$ cat config.mk
export PLATFORM = sky130hd
export DESIGN_NAME = rename_unit
export DESIGN_NICKNAME = d
export VERILOG_FILES = /design/src/rtl/rename_unit.sv
export SDC_FILE = /design/constraint.sdc
export NUM_CORES = 1
export LEC_CHECK = 0
export ABC_AREA = 1
export CAP_MARGIN = 10
export CORE_MARGIN = 1
export CORE_UTILIZATION = 50
export CTS_CLUSTER_SIZE = 12
export DETAILED_ROUTE_END_ITERATION = 10
export HOLD_SLACK_MARGIN = 0.15
export PLACE_DENSITY = 0.66
export SYNTH_ARGS = -nofsm -noshare
export SYNTH_HDL_FRONTEND = slang
export SYNTH_SLANG_ARGS = --single-unit
$ cat constraint.sdc
create_clock -name clk -period 3.25 [get_ports clk]
set_clock_uncertainty 0.2 [all_clocks]
set_input_delay 0.325 -clock clk [delete_from_list [all_inputs] [get_ports clk]]
set_output_delay 0.325 -clock clk [all_outputs]
set_load 0.01 [all_outputs]
$ cat src/rtl/rename_unit.sv
// Register rename stage: speculative and committed RATs plus a circular free list.
// Commit recycles stale tags; flush restores the committed mapping in one cycle.
module rename_unit #(
  parameter int unsigned ARCH_REGS = 32,
  parameter int unsigned PHY_REGS  = 64,
  parameter int unsigned FL_DEPTH  = PHY_REGS - ARCH_REGS
) (
  input  logic                          clk,
  input  logic                          rst,
  input  logic                          valid,
  input  logic                          rd_en,
  input  logic [$clog2(ARCH_REGS)-1:0]  rs1_arch,
  input  logic [$clog2(ARCH_REGS)-1:0]  rs2_arch,
  input  logic [$clog2(ARCH_REGS)-1:0]  rd_arch,
  output logic                          rename_ready,
  output logic [$clog2(PHY_REGS)-1:0]   rs1_phy,
  output logic [$clog2(PHY_REGS)-1:0]   rs2_phy,
  output logic [$clog2(PHY_REGS)-1:0]   rd_phy,
  output logic [$clog2(PHY_REGS)-1:0]   rd_origin,
  input  logic                          commit_valid,
  input  logic                          commit_rd_en,
  input  logic [$clog2(ARCH_REGS)-1:0]  commit_rd_arch,
  input  logic [$clog2(PHY_REGS)-1:0]   commit_rd_phy,
  input  logic [$clog2(PHY_REGS)-1:0]   commit_rd_origin,
  input  logic                          flush
);

  localparam int unsigned TW = $clog2(PHY_REGS);
  localparam int unsigned IW = $clog2(FL_DEPTH);
  localparam int unsigned PW = IW + 1;

  logic [TW-1:0] spec_rat_q [ARCH_REGS];
  logic [TW-1:0] spec_rat_d [ARCH_REGS];
  logic [TW-1:0] arch_rat_q [ARCH_REGS];
  logic [TW-1:0] arch_rat_d [ARCH_REGS];
  logic [TW-1:0] fl_q [FL_DEPTH];
  logic [TW-1:0] fl_d [FL_DEPTH];
  logic [PW-1:0] spec_head_q, spec_head_d;
  logic [PW-1:0] arch_head_q, arch_head_d;
  logic [PW-1:0] tail_q, tail_d;

  logic [PW-1:0] count_c;
  logic          full_c;
  logic          alloc_c;
  logic          commit_c;

  // Pointer difference with a wrap bit gives occupancy in 0..FL_DEPTH.
  assign count_c      = tail_q - spec_head_q;
  assign full_c       = (count_c == PW'(FL_DEPTH));
  assign rename_ready = (count_c != '0);

  assign rs1_phy   = (rs1_arch == '0) ? '0 : spec_rat_q[rs1_arch];
  assign rs2_phy   = (rs2_arch == '0) ? '0 : spec_rat_q[rs2_arch];
  assign rd_origin = (rd_arch  == '0) ? '0 : spec_rat_q[rd_arch];
  assign rd_phy    = (rd_en && (rd_arch != '0)) ? fl_q[spec_head_q[IW-1:0]] : '0;

  assign alloc_c  = valid && rd_en && (rd_arch != '0) && !flush && rename_ready;
  assign commit_c = commit_valid && commit_rd_en && (commit_rd_arch != '0);

  // Commit is applied first so a same-cycle flush sees the retired mapping and head.
  always_comb begin
    spec_rat_d  = spec_rat_q;
    arch_rat_d  = arch_rat_q;
    fl_d        = fl_q;
    spec_head_d = spec_head_q;
    arch_head_d = arch_head_q;
    tail_d      = tail_q;
    if (commit_c) begin
      arch_rat_d[commit_rd_arch] = commit_rd_phy;
      fl_d[tail_q[IW-1:0]]       = commit_rd_origin;
      tail_d                     = tail_q + PW'(1);
      arch_head_d                = arch_head_q + PW'(1);
    end
    if (flush) begin
      spec_rat_d  = arch_rat_d;
      spec_head_d = arch_head_d;
    end else if (alloc_c) begin
      spec_rat_d[rd_arch] = rd_phy;
      spec_head_d         = spec_head_q + PW'(1);
    end
  end

  always_ff @(posedge clk or negedge rst) begin
    if (!rst) begin
      for (int unsigned i = 0; i < ARCH_REGS; i++) begin
        spec_rat_q[i] <= TW'(i);
        arch_rat_q[i] <= TW'(i);
      end
      for (int unsigned i = 0; i < FL_DEPTH; i++) begin
        fl_q[i] <= TW'(ARCH_REGS + i);
      end
      spec_head_q <= '0;
      arch_head_q <= '0;
      tail_q      <= PW'(FL_DEPTH);
    end else begin
      spec_rat_q  <= spec_rat_d;
      arch_rat_q  <= arch_rat_d;
      fl_q        <= fl_d;
      spec_head_q <= spec_head_d;
      arch_head_q <= arch_head_d;
      tail_q      <= tail_d;
    end
  end

  a_no_push_when_full: assert property (@(posedge clk) disable iff (!rst)
    !(commit_c && full_c));
  a_no_alloc_when_empty: assert property (@(posedge clk) disable iff (!rst)
    !(valid && rd_en && (rd_arch != '0) && !rename_ready));

endmodule

# [Yosys cells after proc, flatten, opt, wreduce, memory -nomap -nowiden]
# Cells that the tools add are included.
[classes] order_cmp=9 reduce_logical=18 bitwise_logic=6 n_mux=31 n_addsub=4
[ops] cell="192-bit bitwise mux" n=3
[ops] cell="192-bit 2-to-1 mux" n=3
[ops] cell="6-bit binary-select mux with 5-bit select" n=4
[ops] cell="6-bit 2-to-1 mux" n=18
[ops] cell="6-bit demux with 5-bit select" n=3
[ops] cell="6-bit greater-or-equal comparator, second input constant" n=6
[ops] cell="5-bit NOT with 6-bit output" n=6
[ops] cell="6-bit by 1-bit adder with 6-bit output, second input constant" n=3
[ops] cell="6-bit by 1-bit less-than comparator with 1-bit output, second input constant" n=3
[ops] cell="5-bit zero test" n=3
[ops] cell="1-bit logical AND" n=10
[ops] cell="5-bit nonzero test" n=2
[ops] cell="6-bit nonzero test" n=1
[ops] cell="6-bit subtractor" n=1
[ops] cell="2-bit nonzero test" n=1
[ops] cell="1-bit zero test" n=1
[totals] register_bits=594 elab_cells=167 out_inout_bits=25

# [Logic depth before layout (Yosys ltp)]
[logic_depth] word_depth=8 mapped_depth=18

# [Least setup slack after synthesis]
# No wires, ideal clock.
[synth_timing] kind="reg2reg" startpoint="register spec_head_q[3]" endpoint="register spec_rat_q[139] (netlist name)" path_stages_with_launch=16 path_slack_ns=0.630 n_path_buf=3 required_time_ns=2.932 setup_ns=0.118 arrival_time_ns=2.302 path_cell_list="dfrtp_1 -> inv_1 -> buf_1 -> ha_1 -> nor2_1 -> nand2_1 -> nand4_1 -> nor2_1 -> nand2_1 -> buf_4 -> buf_2 -> nand3_2 -> nand3_1 -> nand2_1 -> inv_1 -> nand2_1"
[synth_rtl] element="from (decl)" line="38" source="logic [PW-1:0] spec_head_q, spec_head_d;"
[synth_rtl] element="from (signal assigned)" line="99" source="spec_head_q <= spec_head_d;"
[synth_rtl] element="6-bit subtractor" line="48" source="assign count_c = tail_q - spec_head_q;"
[synth_rtl] element="6-bit nonzero test" line="50" source="assign rename_ready = (count_c != '0);"
[synth_rtl] element="named net rename_ready" line="15" source="output logic rename_ready,"
[synth_rtl] element="1-bit logical AND" line="57" source="assign alloc_c = valid && rd_en && (rd_arch != '0) && !flush && rename_ready;"
[synth_rtl] element="2-bit nonzero test (no source line)"
[synth_rtl] element="to (signal, indexed assignment)" line="86" source="spec_rat_q[i] <= TW'(i);"
[synth_rtl] element="to (signal assigned)" line="96" source="spec_rat_q <= spec_rat_d;"
[synth_rtl] element="to (decl)" line="32" source="logic [TW-1:0] spec_rat_q [ARCH_REGS];"
# The timed path passes the listed nets, and every way through them passes these cells. The select of a mux whose other input is x is not followed.
# A chain may end at the register's enable or synchronous reset.

# [Worst setup path after layout]
[layout_timing] startpoint="register spec_head_q[0]" endpoint="output port rd_phy[3]"
[layout_via] elab_chain_cells=5
[layout_rtl] element="5-bit NOT with 6-bit output (not written as such)" line="55" source="assign rd_phy = (rd_en && (rd_arch != '0)) ? fl_q[spec_head_q[IW-1:0]] : '0;"
[layout_rtl] element="6-bit binary-select mux with 5-bit select" line="55"
[layout_rtl] element="6-bit 2-to-1 mux (not written as such) (2 in a row)" line="55"
[layout_rtl] element="6-bit 2-to-1 mux" line="55"
[layout_rtl] element="to (decl)" line="18" source="output logic [$clog2(PHY_REGS)-1:0] rd_phy,"
# No other way between the ends. The select of a mux whose other input is x is not followed.

==> impl_results.md <==
* Status: finished clean
* CTS max path bufs at 3
* Dpl cell area at 35,360 µm²
* Clock transition at path regs at 0.06 ns
* Inserted Diodes at 0
* Crit path kind: register to output pin
* CP max-delay cell: dfrtp_2
* H-tree Lvls at 3
* Beginning of the worst hold path: arch_rat_q[188]
* Routed Antenna Nets at 0
* Distinct cell type count of the synthesized netlist at 39
* Seq cells post-synth at 594
* Fillcell total at 6,046
* Num rows at 93
* Design area at 38,170 µm²
* Syn Std Cell Area at 32,890 µm²
* Initial DRC count at 3,634
* MaxCap Viol Count at 0
* Final setup TNS at 0 ns
* IO Port Bufs at 63
* DP Wirelength at 83.39 mm
* Initial core utilization at 50.83%
* Synth Flop Type: dfrtp_1
* Top Family by Delay on Critical Path: buffers and inverters
* Final GP Congestion at 1.025
* Layout Nets at 4,547
* Final setup fails at 0
* Core area at 64,700 µm²
* Final core occ at 58.99%
* TritonCTS buffer count at 67
* Worst min-delay path category: register to register
* FF-to-FF setup slack at 0.21 ns
* Worst-Margin Slew at 1.088 ns
* Yosys Warn Count at 0
* Hold Crit Endpoint: arch_rat_q[188]
* Synth area leader: dfrtp_1
* Routed vias at 32,010
* Mean number of vias per cell at 5.921
* Slew HR at 27.47%
* Synth top area share at 24.42%
* Vias in the first global route at 30,430
* Drc violations at 0
* Mapped Cells at 4,482
* Leak pwr at 17.50 nW
* Die span in x at 258.5 µm
* Post-Layout Cell Count at 5,406
* Total GRT Usage at 37.14%
* Worst reg-to-reg path cell count at 14
* WL final at 123.4 mm
* Final Hold Viols at 0
* Layout cells sized above 1 at 16.68%
* Area delta synth->final at 16.05%
* RSZ-0062 raised after global routing: yes
* EDFF count, synth at 0
* Syn Area/Cell at 7.338 µm²
* Sequential area share after synthesis at 46.24%
* Hold Slack at 0.1774 ns
* Synth top cells by count: nand2_1 (1,658), nand3_1 (724), o21ai_0 (343), dfrtp_1 (321), nor2_1 (296)
* CP Data Required Time at 2.72 ns
* Final worst path period share at 98.23%
* I/O pin total at 64
* CP endpoint kind: output pin
* Post-route minimum period at 3.193 ns
* R2R Path End: spec_rat_q[68]
* Max Slew Vio Count at 0
* Hold Path Depth at 0
* Crit path cell chain: inv_4 > bufbuf_16 > nor2_1 > o21ai_0 > nor2_1 > nor2_2 > nor2_4 > nor2_4 > dlygate4sd2_1
* Drt first pass iters at 7
* Main area contributors after synthesis: dfrtp_1 (24%), dfstp_2 (22%), nand2_1 (19%)
* Clock latency on the worst-skew pair at 0.62 ns
* Syn nets at 4,532
* Buf/Inv on CP at 3
* Worst Setup Start Kind: register
* Footprint of the multi-input gates at 15,970 µm²
* Pwr/cell area at 719.4 nW/µm²
* Global-route wire length before repair at 189.1 mm
* Pin count of the biggest net entering global routing at 124
* Root Buffer: clkbuf_16
* Placed cells at 5,262
* Crit-path max cell delay at 0.46 ns
* Sequential Area at 15,220 µm²
* Die Y-Extent at 258.5 µm
* Count leader, synth: nand2_1
* GRT Residual Overflow at 0
* Drt wl/cell at 22.82 µm
* Max IR drop VDD at 577.3 µV
* Worst-path fanout max at 18
* Die area at 66,800 µm²
* CTS tree: built
* Clock sinks at 594
* Fmax at 313.2 MHz
* CP Data Arrival Time at 2.67 ns
* Crit Reg-Reg Startpoint: spec_head_q[0]
* Antenna violations before repair at 2
* Ys async rst share at 100.0%
==> registers in the layout, indices dropped and copies added, names as in the netlist <==
name / flops
arch_rat_q: 192
spec_head_q: 6
arch_head_q: 6
fl_q: 192
spec_rat_q: 192
tail_q: 6
==> per-layer routing <==
metal / global-route usage, % / wire, µm / vias to the layer above
met5: 0 / 21 / -
met3: 6.221 / 10670 / 344
li1: - / - / 14810
met2: 58.18 / 55710 / 1579
met1: 50.87 / 51120 / 15280
met4: 16.03 / 5824 / 4
==> power breakdown <==
| part | switching [mW] | internal [mW] |
|---|---|---|
| combinational | 5.68 | 2.98 |
| sequential | 1.30 | 9.54 |
| clock | 3.25 | 4.70 |
==> cell usage in the layout, fill, tap and decap left out, types with 6 or more instances in the layout <==
cell type	synthesis	layout
a21oi_1	62	53
a21oi_2	0	9
a22oi_1	96	96
buf_12	2	55
buf_2	75	11
buf_4	4	144
clkbuf_1	226	20
clkbuf_16	0	70
clkbuf_8	0	18
clkdlybuf4s50_1	0	31
clkinv_2	0	6
dfrtp_1	321	312
dfrtp_2	0	9
dfstp_2	273	273
dlygate4sd2_1	0	8
dlygate4sd3_1	0	8
dlymetal6s2s_1	0	8
ha_1	11	11
inv_1	146	145
inv_2	11	11
mux2_2	6	6
nand2_1	1658	1649
nand2_2	1	8
nand3_1	724	714
nand3_2	19	27
nand3_4	13	15
nand4_1	9	9
nor2_1	296	276
nor2_2	23	27
nor2_4	12	28
nor3_1	15	13
nor3_2	6	6
nor3_4	7	9
o211ai_1	10	10
o21ai_0	343	343
o21ai_1	6	6
o221ai_1	34	34
o31ai_1	24	24
xor2_1	11	11
==> metrics by stage <==
stage / total power, mW / setup slack, ns
final: 27.46 / 0.05738
after floorplan: 15.20 / 0.6300
after global placement: 18.78 / -0.02919
after CTS: 27.23 / -0.0008460
after global routing: 28.73 / -0.04750
after detailed placement: 18.90 / -0.02828
==> worst reg2reg max path: cells and delay by family (launching register included) <==
family	cells	cell delay, ns
AO/OA/AOI/OAI	1	0.17
AND/OR/NAND/NOR	8	0.87
buffers and inverters	5	1.26
flip-flops	1	0.46
==> logic make-up (layout without fill, tap and decap cells) <==
group / Yosys count / count (layout) / synth area share [%]
AND/OR/NAND/NOR: 2788 / 2788 / 36.52
adder cells (fa/ha/maj): 11 / 11 / 0.4185
XOR/XNOR: 13 / 13 / 0.3462
buffers and inverters: 491 / 560 / 6.057
multiplexers: 6 / 6 / 0.2054
flip-flops: 594 / 594 / 46.24
AO/OA/AOI/OAI: 579 / 579 / 10.22
==> cell type report <==
cell class                 instances  area share, %
clock buffer                     107          5.399
clock inverter                    16         0.6228
inverter                         162          1.626
multi-input combinational       3397          41.85
sequential                       594          39.87
tap                              855          2.803
timing repair buffer             275          7.828
==> worst max-delay path by stage <==
stage                   start               to  cells after the start
6_report       spec_head_q[0]        rd_phy[3]                      9
5_1_grt        spec_head_q[0]        rd_phy[3]                     13
3_3_place_gp       rd_arch[0]     rd_origin[3]                     12
2_1_floorplan  spec_head_q[3]  spec_rat_q[139]                     15
4_1_cts        spec_head_q[0]        rd_phy[3]                     13
3_5_place_dp       rd_arch[1]     rd_origin[0]                     12
==> repair_timing <==
item,in CTS,in global routing
setup endpoints to repair,16,18
hold endpoints to repair,420,0
hold buffers,9,0
gates resized for setup,54,38
setup buffers,4,4
pin swaps,2,8
cloned,4,0
Power figures use the tool's default switching activity.
